File: config.mk
export PLATFORM = sky130hd
export DESIGN_NAME = hub75_capture
export DESIGN_NICKNAME = d
export VERILOG_FILES = /design/src/rtl/hub75_capture.sv
export SDC_FILE = /design/constraint.sdc
export NUM_CORES = 1
export LEC_CHECK = 0
export BUFFER_PORTS_ARGS = -buffer_cell sky130_fd_sc_hd__buf_2
export CAP_MARGIN = 20
export CELL_PAD_IN_SITES_DETAIL_PLACEMENT = 1
export CELL_PAD_IN_SITES_GLOBAL_PLACEMENT = 2
export CORE_ASPECT_RATIO = 2
export CORE_MARGIN = 5
export CORE_UTILIZATION = 47
export DETAILED_ROUTE_END_ITERATION = 8
export GPL_ROUTABILITY_DRIVEN = 0
export HOLD_SLACK_MARGIN = 0.03
export PLACE_DENSITY = 0.88
export SYNTH_ARGS = -nofsm -noshare
export SYNTH_HDL_FRONTEND = slang
export SYNTH_SLANG_ARGS = --single-unit
export TNS_END_PERCENT = 30
File: constraint.sdc
create_clock -name display_clock -period 4.35 [get_ports display_clock]
set_input_delay 0.87 -clock display_clock [delete_from_list [all_inputs] [get_ports display_clock]]
set_output_delay 0.87 -clock display_clock [all_outputs]
set_load 0.02 [all_outputs]
File: src/rtl/hub75_capture.sv
`default_nettype none
// ============================================================================
// Module      : hub75_capture
// Description : HUB75 receive side. Samples the panel shift clock, latch
//               strobe, row address and RGB lines (all asynchronous to
//               display_clock), rebuilds each shifted line in a double-
//               buffered line store and drains it as one valid/ready beat
//               per column, tagged with row, column and bit-plane.
// Ports       : display_clock / display_reset_n - sole clock, async low reset
//               hub_clk, hub_stb, hub_row, hub_rgb - raw HUB75 inputs
//               cap_valid / cap_ready             - output beat handshake
//               cap_row, cap_col, cap_plane, cap_rgb, cap_frame - beat fields
//               err_overrun, err_length           - sticky error flags
// Revision    : 1.0 - initial release
// ============================================================================
module hub75_capture #(
    parameter int WIDTH       = 96,
    parameter int COLOR_DEPTH = 6,
    parameter int BITS_WIDTH  = 7,
    parameter int BITS_ROW    = 5,
    parameter int BITS_PLANE  = 3
) (
    input  logic                  display_clock,
    input  logic                  display_reset_n,
    input  logic                  hub_clk,
    input  logic                  hub_stb,
    input  logic [BITS_ROW-1:0]   hub_row,
    input  logic [5:0]            hub_rgb,
    output logic                  cap_valid,
    input  logic                  cap_ready,
    output logic [BITS_ROW-1:0]   cap_row,
    output logic [BITS_WIDTH-1:0] cap_col,
    output logic [BITS_PLANE-1:0] cap_plane,
    output logic [5:0]            cap_rgb,
    output logic                  cap_frame,
    output logic                  err_overrun,
    output logic                  err_length
);

    // Shift count needs one extra bit so that it can hold WIDTH itself.
    localparam logic [BITS_WIDTH:0]   C_CNT_FULL   = (BITS_WIDTH+1)'(WIDTH);
    localparam logic [BITS_WIDTH-1:0] C_LAST_COL   = BITS_WIDTH'(WIDTH-1);
    localparam logic [BITS_PLANE-1:0] C_LAST_PLANE = BITS_PLANE'(COLOR_DEPTH-1);

    typedef enum logic [1:0] {
        S_IDLE   = 2'd0,
        S_LOAD   = 2'd1,
        S_STREAM = 2'd2
    } state_t;

    // ---------------- input synchronisers ----------------
    // [0],[1] form the two-flop synchroniser, [2] is the previous value.
    logic [2:0]          r_clk_sync;
    logic [2:0]          r_stb_sync;
    logic [BITS_ROW-1:0] r_row_s1, r_row_s2;
    logic [5:0]          r_rgb_s1, r_rgb_s2;

    always_ff @(posedge display_clock or negedge display_reset_n) begin
        if (!display_reset_n) begin
            r_clk_sync <= '0;
            r_stb_sync <= '0;
            r_row_s1   <= '0;
            r_row_s2   <= '0;
            r_rgb_s1   <= '0;
            r_rgb_s2   <= '0;
        end else begin
            r_clk_sync <= {r_clk_sync[1:0], hub_clk};
            r_stb_sync <= {r_stb_sync[1:0], hub_stb};
            r_row_s1   <= hub_row;
            r_row_s2   <= r_row_s1;
            r_rgb_s1   <= hub_rgb;
            r_rgb_s2   <= r_rgb_s1;
        end
    end

    logic w_shift, w_strobe;
    assign w_shift  = r_clk_sync[1] & ~r_clk_sync[2];
    assign w_strobe = r_stb_sync[1] & ~r_stb_sync[2];

    // ---------------- capture side ----------------
    logic [BITS_WIDTH:0]               r_cnt;
    logic                              r_wbank;
    logic                              r_blocked;
    logic [BITS_ROW-1:0]               r_last_row;
    logic [BITS_PLANE-1:0]             r_plane;
    logic [1:0]                        r_full;
    logic [1:0][BITS_ROW-1:0]          r_bank_row;
    logic [1:0][BITS_PLANE-1:0]        r_bank_plane;
    logic                              r_err_overrun, r_err_length;

    logic [5:0]            r_mem [2][WIDTH];
    logic [5:0]            r_rd_data;

    logic                  r_dbank;
    logic [BITS_WIDTH-1:0] r_col;
    state_t                r_state, w_state_next;

    logic [BITS_WIDTH:0]   w_cnt_inc, w_cnt_now;
    logic                  w_wr_en, w_wr_drop;
    logic [BITS_PLANE-1:0] w_plane_next;
    logic                  w_accept, w_release;
    logic [BITS_WIDTH-1:0] w_rd_col;

    assign w_cnt_inc = (r_cnt == C_CNT_FULL) ? r_cnt : r_cnt + 1'b1;
    // A shift in the same cycle as the strobe counts toward that strobe.
    assign w_cnt_now = w_shift ? w_cnt_inc : r_cnt;

    // The write bank is still full only when both banks hold undrained lines;
    // columns must not land on top of them, so the line is flagged as blocked
    // and dropped at its strobe even if the bank frees up mid-line.
    assign w_wr_en   = w_shift && (r_cnt != C_CNT_FULL) && !r_full[r_wbank];
    assign w_wr_drop = w_shift && (r_cnt != C_CNT_FULL) &&  r_full[r_wbank];

    assign w_plane_next = (r_row_s2 != r_last_row)  ? '0 :
                          (r_plane == C_LAST_PLANE) ? '0 : r_plane + 1'b1;

    always_ff @(posedge display_clock or negedge display_reset_n) begin
        if (!display_reset_n) begin
            r_cnt         <= '0;
            r_wbank       <= 1'b0;
            r_blocked     <= 1'b0;
            r_last_row    <= '1;
            r_plane       <= '0;
            r_full        <= '0;
            r_bank_row    <= '0;
            r_bank_plane  <= '0;
            r_err_overrun <= 1'b0;
            r_err_length  <= 1'b0;
        end else begin
            if (w_shift) begin
                r_cnt <= w_cnt_inc;
            end
            if (w_wr_drop) begin
                r_blocked <= 1'b1;
            end
            if (w_release) begin
                r_full[r_dbank] <= 1'b0;
            end
            if (w_strobe) begin
                r_cnt      <= '0;
                r_blocked  <= 1'b0;
                r_plane    <= w_plane_next;
                r_last_row <= r_row_s2;
                if (w_cnt_now != C_CNT_FULL) begin
                    r_err_length <= 1'b1;
                end else if (r_full[r_wbank] || r_blocked || w_wr_drop) begin
                    r_err_overrun <= 1'b1;
                end else begin
                    r_full[r_wbank]       <= 1'b1;
                    r_bank_row[r_wbank]   <= r_row_s2;
                    r_bank_plane[r_wbank] <= w_plane_next;
                    r_wbank               <= ~r_wbank;
                end
            end
        end
    end

    // Line store: no reset so it maps onto distributed or block RAM.
    always_ff @(posedge display_clock) begin
        if (w_wr_en) begin
            r_mem[r_wbank][r_cnt[BITS_WIDTH-1:0]] <= r_rgb_s2;
        end
        r_rd_data <= r_mem[r_dbank][w_rd_col];
    end

    // ---------------- drain side ----------------
    assign w_accept  = (r_state == S_STREAM) && cap_ready;
    assign w_release = w_accept && (r_col == C_LAST_COL);

    // Read one column ahead on acceptance so a new beat is ready every cycle;
    // while stalled the same address is re-read and the beat stays put.
    assign w_rd_col = w_release ? '0 :
                      w_accept  ? r_col + 1'b1 : r_col;

    always_ff @(posedge display_clock or negedge display_reset_n) begin
        if (!display_reset_n) begin
            r_state <= S_IDLE;
        end else begin
            r_state <= w_state_next;
        end
    end

    always_comb begin
        w_state_next = r_state;
        case (r_state)
            S_IDLE:   if (r_full[r_dbank]) w_state_next = S_LOAD;
            S_LOAD:   w_state_next = S_STREAM;
            S_STREAM: if (w_release) w_state_next = S_IDLE;
            default:  w_state_next = S_IDLE;
        endcase
    end

    always_ff @(posedge display_clock or negedge display_reset_n) begin
        if (!display_reset_n) begin
            r_col   <= '0;
            r_dbank <= 1'b0;
        end else if (w_release) begin
            r_col   <= '0;
            r_dbank <= ~r_dbank;
        end else if (w_accept) begin
            r_col   <= r_col + 1'b1;
        end
    end

    // Beat fields are forced to zero outside STREAM, which also keeps the
    // un-reset RAM output from reaching the ports after reset.
    logic w_streaming;
    assign w_streaming = (r_state == S_STREAM);

    assign cap_valid   = w_streaming;
    assign cap_row     = w_streaming ? r_bank_row[r_dbank]   : '0;
    assign cap_plane   = w_streaming ? r_bank_plane[r_dbank] : '0;
    assign cap_col     = w_streaming ? r_col                 : '0;
    assign cap_rgb     = w_streaming ? r_rd_data             : '0;
    assign cap_frame   = w_streaming && (r_bank_row[r_dbank] == '0)
                                     && (r_bank_plane[r_dbank] == '0);
    assign err_overrun = r_err_overrun;
    assign err_length  = r_err_length;

endmodule
`default_nettype wire

* Word level (Yosys, flattened, before mapping)
Memory sizes are Yosys's and may differ from the RTL's. Cells that the tools add are included. Widths: inputs -> output; s select.
Cells by class: muxes and demuxes 45, $lt $le $gt $ge 7, reductions and logical operators 21, add/subtract/negate cells 3, bitwise gates (word level) 13, equality and inequality tests 10
Operators by type and width (count):
- $mux 576 | 1
- $bmux 6 s7 | 1
- $demux 6 s7 | 1
- $mux 6 | 4
- $mux 8 | 3
- $mux 7 | 3
- $mux 5 | 4
- $mux 3 | 6
- $ge 8x8->1 const B | 2
- $ne 8x7->1 const B | 2
- $not 7->8 | 2
- $mux 2 | 6
- $bwmux 10 | 1
- $logic_and 1x1->1 | 10
- $mux 1 | 9
- $add 8x1->8 const B | 1
- $eq 8x7->1 const B | 1
- $lt 8x1->1 const B | 1
- $add 7x1->7 const B | 1
- $eq 7x7->1 const B | 1
- $bwmux 6 | 1
- $not 1->1 | 6
- $pmux 2 s3 | 1
- $reduce_and 3->1 | 2
- 22 further kinds | 29
Storage, ports and cells: register bits 82, input port bits 16, logic and storage cells 122, RAM bits 1152, output and inout bits 25, memories kept 1
Memories:
- r_mem | depth 2, bits a word 576, read ports 1, clocked after memory_dff 0, wr ports 1, line 91 | logic [5:0] r_mem [2][WIDTH];

* Logic depth before layout (Yosys ltp)
Gate-level depths: netlist of run 1.
depth after elaboration 11, depth in mapped cells 16, mapped depth without buffers 11

* Worst setup path before layout of run 1
OpenSTA, ideal clock, no wires.
path kind reg2out, start register r_dbank, end output cap_frame, arrival time 2486 ps, cell stages (with the launch flop) 10, path slack 994 ps, required time 3480 ps, path buffers 7, path through dfrtp_1 -> buf_4 -> buf_2 -> buf_2 -> buf_2 -> buf_2 -> buf_2 -> buf_2 -> nand3_1 -> a21oi_1
Between the ends: word-level cells in the longest chain between the ends 5, elaborated cells on any way between the ends 8, classes of those cells mux (4); reduce/logical (4)
Ends and longest elaborated chain:
- from (decl) | line 94 | logic r_dbank;
- from (signal assigned) | line 199 | r_dbank <= ~r_dbank;
- $mux 5 (implied by the code) (2 in a row) | line 215 | assign cap_frame = w_streaming && (r_bank_row[r_dbank] == '0)
- $logic_not 5->1 | line 215
- $logic_and 1x1->1 | line 215
- $logic_and 1x1->1 (*) | line 216 | && (r_bank_plane[r_dbank] == '0);
- to (decl) | line 35 | output logic cap_frame,
Mark *: on every way between the ends. The rest lies on a longest branch, timed or not. The select of a mux whose other input is x is not followed.

* Worst setup path after layout of run 1
start register r_state[0], end register r_rd_data[2]
Between the ends: word-level cells in the longest chain between the ends 8, elaborated cells on any way between the ends 9, classes of those cells eq/ne (1); mux (5); bitwise (1); reduce/logical (2)
Ends and longest elaborated chain:
- from (decl) | line 96 | state_t r_state, w_state_next;
- from (signal assigned) | line 179 | r_state <= w_state_next;
- $eq 2x2->1 (*) | line 167 | assign w_accept = (r_state == S_STREAM) && cap_ready;
- $logic_and 1x1->1 (*) | line 167
- $mux 7 / $logic_and 1x1->1 (equally long branches)
- $mux 7 (*) | line 172 | assign w_rd_col = w_release ? '0 :
- $not 7->8 (implied by the code) (*) | line 163 | r_rd_data <= r_mem[r_dbank][w_rd_col];
- $bmux 6 s7 (*) | line 163
- $mux 6 (implied by the code) (*) (2 in a row) | line 163
- to (signal assigned) | line 163
- to (decl) | line 92 | logic [5:0] r_rd_data;
Marks and branches as above. A chain may end at the register's enable or synchronous reset.

==> impl_metrics.ini, run 1 <==
[setup_path]
worst_ep_arrival_time_ns = 4.93
worstPathRequired_ns = 5.01
crit_path_end_kind = flop
cp_slowest_cell = o21ai_1
cpPeakStageDelay_ns = 0.46
crit_type = reg2reg
crit_path_start_kind = flop
cp_cell_sequence = nand3b_2 -> and2_1 -> nor2_4 -> buf_12 -> buf_4 -> nand2_1 -> a32o_1 -> o21ai_1 -> a31oi_1 -> a311oi_1 -> nand4bb_1
crit_fanout = 70
worst-path-buf-inv = 2
crit_family = simple AND/OR/NAND/NOR gates

[clocking]
cts_buffers = 102
cts_tree = yes
cts_buffer_depth = 3
clkTransAtPathRegs_ns = 0.07
root_buffer = clkbuf_16
numClockSinks = 1234
ctsHtreeMaxLevel = 3
clock_latency_ns = 0.73

[die]
die_w_um = 239.3
dieArea_mm2 = 0.1122
pin_count = 41
coreArea_mm2 = 0.1047
die_h_um = 468.7
rows = 168
initial_utilization_pct = 47.23

[power]
peakVddDrop_mv = 0.3933
p_per_area_mw_per_mm2 = 522.5
p_int_mw = 20.23
p_seq_share_pct = 45.4
p_switching_mw = 8.947
p_comb_share_pct = 20.7
switching_share_pct = 30.67
clockPowerShare_pct = 33.9
p_leak_nw = 18.47

[cells_and_area]
instances_no_fill = 4903
regArea_mm2 = 0.03665
drive_above_1_share_pct = 16.56
fin_nets = 3468
stdcell_area_mm2 = 0.05584
multi_input_area_mm2 = 0.01169
fill_cells = 10010
finish.utilization_pct = 53.34
area_growth_pct = 12.93

[grt]
overflow = 0
grt_usage_pct = 30.16
grt_max_degree = 123
antenna_found_initial = 7
grt_pass1_vias = 33740
grt_pass1_wl_mm = 242.6

[sta]
max-slew-margin-rel_pct = 22.86
worst_pin_slew_ns = 1.157
finalSetupViolations = 0
fin_crit_sh_pct = 98.06
holdWs_ns = 0.2427
rsz0062_at_grt = false
hold_viol_final = 0
maxSlewViolCount = 0
period_minus_slack_ns = 4.266
fmax_mhz = 234.4
skew_ns = 0.03350
finalSetupTns_ns = 0

[drt]
drtPass1Iterations = 6
drcViolationCount = 0
drt_iter0_drc = 3895
viasPerCell = 6.560
vias = 32170
ant_nets = 0
wire_per_inst_um = 34.91
routed_wl_mm = 171.2

[yosys]
yosys-top-cells-count = edfxtp_1 (1152), nand2_1 (570), nor2_1 (268)
syn_inst = 3298
seq_area_frac_synth_pct = 74.07
synth_edf_count = 1152
postSynthNetCount = 3317
synth_top_cell_area_share_pct = 69.97
synth_top_area_cell = edfxtp_1
ys_warn_count = 0
ys_top_cells_by_area = edfxtp_1 (70%), nand2_1 (4.3%), mux4_2 (4.1%), dfrtp_1 (3.6%), nor2_1 (2.0%)
ys_types = 84
async_flop_share_pct = 6.159
syn_area_per_cell_um2 = 14.99
ys_ff_latch = 1234
syn_area_mm2 = 0.04944
ys.flop_type = edfxtp_1
yosysMostFrequentCell = edfxtp_1

[placed_design]
post_dp_cell_area_mm2 = 0.05225
port_buffers = 40
hpwlAfterDp_mm = 110.8
dp.cells = 4704

[status]
status = finished clean

[run]
cap_violations = 0

[hold_path]
hold_class = in2async
per-layer routing:
metal / global-route usage (%) / wire length [um] / up-vias
met5: 0 / 26 / -
met4: 22.43 / 15840 / 4
met3: 6.242 / 15710 / 653
met2: 51.56 / 86080 / 2108
met1: 32.90 / 53530 / 16480
li1: - / - / 12920
power by group through the flow:
stage                     Clock (mW)  Sequential [mW]  Combinational, mW
after floorplan                    0             13.5               2.66
after global placement             0             13.5               5.67
after detailed placement           0             13.5               5.78
after CTS                       9.93             13.2               5.82
after global routing            10.5             13.2               6.05
final                           9.89             13.2               6.04
state kept, by name, summed over array words and instances, names as in the netlist, 2 cells and up:
register	count
r_full	2
r_rgb_s2	6
r_last_row	5
r_rd_data	6
r_rgb_s1	6
r_row_s1	5
r_mem	1152
r_plane	3
r_row_s2	5
r_stb_sync	3
r_bank_plane	6
r_state	2
r_cnt	8
r_clk_sync	3
r_col	7
r_bank_row	10
final cells by class:
type | instances | share of cell area, %
Antenna cell | 10 | 0.04482
Clock buffer | 117 | 4.824
Clock inverter | 71 | 1.508
Inverter | 14 | 0.1232
Multi-Input combinational cell | 1840 | 20.94
Sequential cell | 1234 | 65.63
Tap cell | 1360 | 3.047
Timing Repair Buffer | 257 | 3.877
cells in the final DEF, fill, tap and decap left out, types with 32 or more instances in the layout:
cell / netlist / final
mux4_2: 91 / 91
mux2_2: 32 / 32
buf_2: 74 / 39
a211oi_1: 42 / 42
mux2i_1: 87 / 87
nand2_1: 570 / 568
o21ai_0: 44 / 42
a31oi_1: 67 / 67
clkbuf_16: 0 / 106
a22oi_1: 34 / 34
nand4_1: 33 / 33
nand3_1: 136 / 136
buf_4: 28 / 192
and3_1: 57 / 57
a21oi_1: 96 / 95
dfrtp_1: 71 / 64
nor2_1: 268 / 265
edfxtp_1: 1152 / 1152
a32oi_1: 42 / 42
through the flow:
step,worst slack [ns],power (mW)
finish,0.08431,29.17
detailed placement,-0.4095,19.29
CTS,0.01688,29.01
floorplan,0.9938,16.13
global placement,-0.1914,19.17
global route,0.1026,29.80
cells by family after synthesis:
logic type,count (synthesis),synth area share [%]
AOI/OAI and AO/OA,454,6.352
muxes,210,6.635
buffers and inverters,224,2.397
xor gates and xnor gates,13,0.2455
adders and majority gates,3,0.07593
DFF,1234,74.07
and+or+nand+nor,1160,10.23
timing repair:
| item | in CTS | in global routing |
|---|---|---|
| hold buffers | 0 | 0 |
| setup endpoints to repair | 0 | 1 |
| setup buffers | 0 | 0 |
| gates resized for setup | 0 | 1 |
path summary, 6_finish.rpt:
kind                             startpoint         endpoint  slack [ns]  depth (start not counted)
hold reg to reg                 r_rgb_s1[1]      r_rgb_s2[1]        0.35                          0
max in group asynchronous   display_reset_n    r_last_row[3]        3.30                          2
setup reg to reg                 r_state[0]     r_rd_data[2]        0.08                         11
min in group display_clock       hub_rgb[2]      r_rgb_s1[2]        0.25                          1
setup / recovery                 r_state[0]     r_rd_data[2]        0.08                         11
hold / removal              display_reset_n  r_bank_plane[5]        0.24                          1
Note: power is estimated with default switching activity, not from simulation.
==> run 2, diff against run 1 <==
Settings changed: CORE_UTILIZATION 47 to 45, PLACE_DENSITY 0.88 to 0.85, SKIP_CTS_REPAIR_TIMING set to 1.
==> run 2 against run 1 <==
Via count fell by 1.2%. First-iteration DRC count fell by 7.8%. Die area rose by 4.3%. Core utilization fell by 2.0 points. Final cell count rose by 1.5%. Clock skew rose by 0.024 ns. Cell area rose by 0.67%. Flip-flop and latch count did not move. Total power rose by 0.19%. Routed wire length fell by 0.24%. Global-route usage fell by 1.4 points.
==> impl_metrics.ini, run 2 (same netlist as run 1, synthesis figures left out) <==
[clocking]
cts_buffers = 103
numClockSinks = 1234
clock_latency_ns = 0.75
clkTransAtPathRegs_ns = 0.07
ctsHtreeMaxLevel = 3
root_buffer = clkbuf_16
cts_tree = yes
cts_buffer_depth = 3

[drt]
ant_nets = 0
drtPass1Iterations = 5
viasPerCell = 6.386
drt_iter0_drc = 3590
wire_per_inst_um = 34.31
routed_wl_mm = 170.8
vias = 31790
drcViolationCount = 0

[setup_path]
crit_fanout = 37
cp-startpoint = r_col[1]
timing.rr.start = r_col[1]
crit_path_start_kind = flop
crit_type = reg2reg
worst_ep_arrival_time_ns = 4.92
worstPathRequired_ns = 5.03
crit_path_end_kind = flop

[cells_and_area]
area_growth_pct = 13.69
drive_above_1_share_pct = 17.59
fin_nets = 3513
largest_reg_flops = 1152
final_cell_mix = edfxtp_1 (1152), nand2_1 (569), nor2_1 (265), buf_4 (231), nand3_1 (136)
final_common_cell = edfxtp_1

[grt]
grt_max_degree = 193
grt_pass1_wl_mm = 241.6
overflow = 0
grt_pass1_vias = 33670
antenna_found_initial = 7
grt_usage_pct = 28.72

[sta]
fin_crit_sh_pct = 97.55
worst_pin_slew_ns = 1.210
max-slew-margin-rel_pct = 19.31
fmax_mhz = 235.7
maxSlewViolCount = 0
rsz0062_at_grt = false
hold_viol_final = 0
holdWs_ns = 0.2393
period_minus_slack_ns = 4.243
skew_ns = 0.05758
finalSetupViolations = 0

[power]
power_mw = 29.23
p_leak_nw = 18.76
peakVddDrop_mv = 0.5304
p_per_area_mw_per_mm2 = 520.0

[die]
initial_utilization_pct = 45.14
die_w_um = 244.4
dieArea_mm2 = 0.1170
coreArea_mm2 = 0.1095
die_h_um = 478.8
rows = 172
pin_count = 41

[run]
cap_violations = 0

[hold_path]
min-delay-start = hub_row[4]
hold_class = in2reg

[status]
status = finished clean

[placed_design]
hpwlAfterDp_mm = 114.0
port_buffers = 40
==> run 2: cell count changes in the layout (fill, tap and decap cells not counted), sizes merged, moves of 5 or more <==
cell	delta
inv	+5
clkinv	+6
diode	-5
clkinvlp	-14
clkbuf	+8
buf	+44
==> run 2: layout make-up <==
cell class | count | area [um2]
Tap cell | 1392 | 1742
Sequential cell | 1234 | 36650
Multi-Input combinational cell | 1840 | 11710
Fill cell | 10410 | 53330
Clock buffer | 125 | 2703
Clock inverter | 67 | 818.3
Timing Repair Buffer | 301 | 2505
Inverter | 14 | 68.82
Antenna cell | 5 | 12.51
==> run 2: worst max-delay path: stages, from the launching register on <==
cell and delay (ns):
dfrtp_1 0.49, ha_1 0.25, and2_1 0.30, a211oi_4 0.14
nor2_4 0.27, buf_12 0.32, buf_12 0.26, buf_12 0.22
nand2_1 0.07, and3_1 0.18, a31oi_2 0.37, o22ai_1 0.33
or4b_1 0.74, nand4bb_1 0.17
==> run 2: report_power, final <==
group | switching [mW] | total [mW] | internal (mW)
combinational | 4.33 | 6.09 | 1.76
clock | 4.45 | 9.87 | 5.42
sequential | 0.203 | 13.3 | 13.1
total | 8.98 | 29.2 | 20.2
==> run 2: per-stage QoR <==
| step | instance area, um2 | utilization, % | TNS, ns | std cells | worst slack, ns |
|---|---|---|---|---|---|
| after floorplan | 49440 | - | 0 | 3298 | 0.9938 |
| after detailed placement | 52660 | 48.07 | -0.3304 | 4781 | -0.3304 |
| final | 56210 | 51.31 | 0 | 4978 | 0.1066 |
| after global routing | 56200 | 51.31 | 0 | 4976 | 0.05277 |
| after global placement | 52640 | 48.06 | -0.5909 | 4778 | -0.3143 |
| after CTS | 56180 | 51.28 | -0.01184 | 4973 | -0.01184 |
==> run 2: path summary, 6_finish.rpt <==
| path | to | cells past startpoint | slack, ns |
|---|---|---|---|
| worst max-delay path | r_rd_data[2] | 13 | 0.11 |
| min in group asynchronous | r_bank_row[5] | 1 | 0.26 |
| worst min register to register | r_clk_sync[1] | 0 | 0.35 |
| max in group asynchronous | r_rgb_s2[0] | 1 | 3.35 |
| worst max register to register | r_rd_data[2] | 13 | 0.11 |
| worst min-delay path | r_row_s1[4] | 1 | 0.24 |
==> run 2: metal layers <==
metal	vias up	share of wire, %	wire length [um]	track usage, %
met1	16360	31	53700	30.33
met2	1806	51	86360	49.77
met3	632	7.5	12820	5.119
li1	12980	-	-	-
met4	2	10	17880	23.64
met5	-	0.0076	13	0
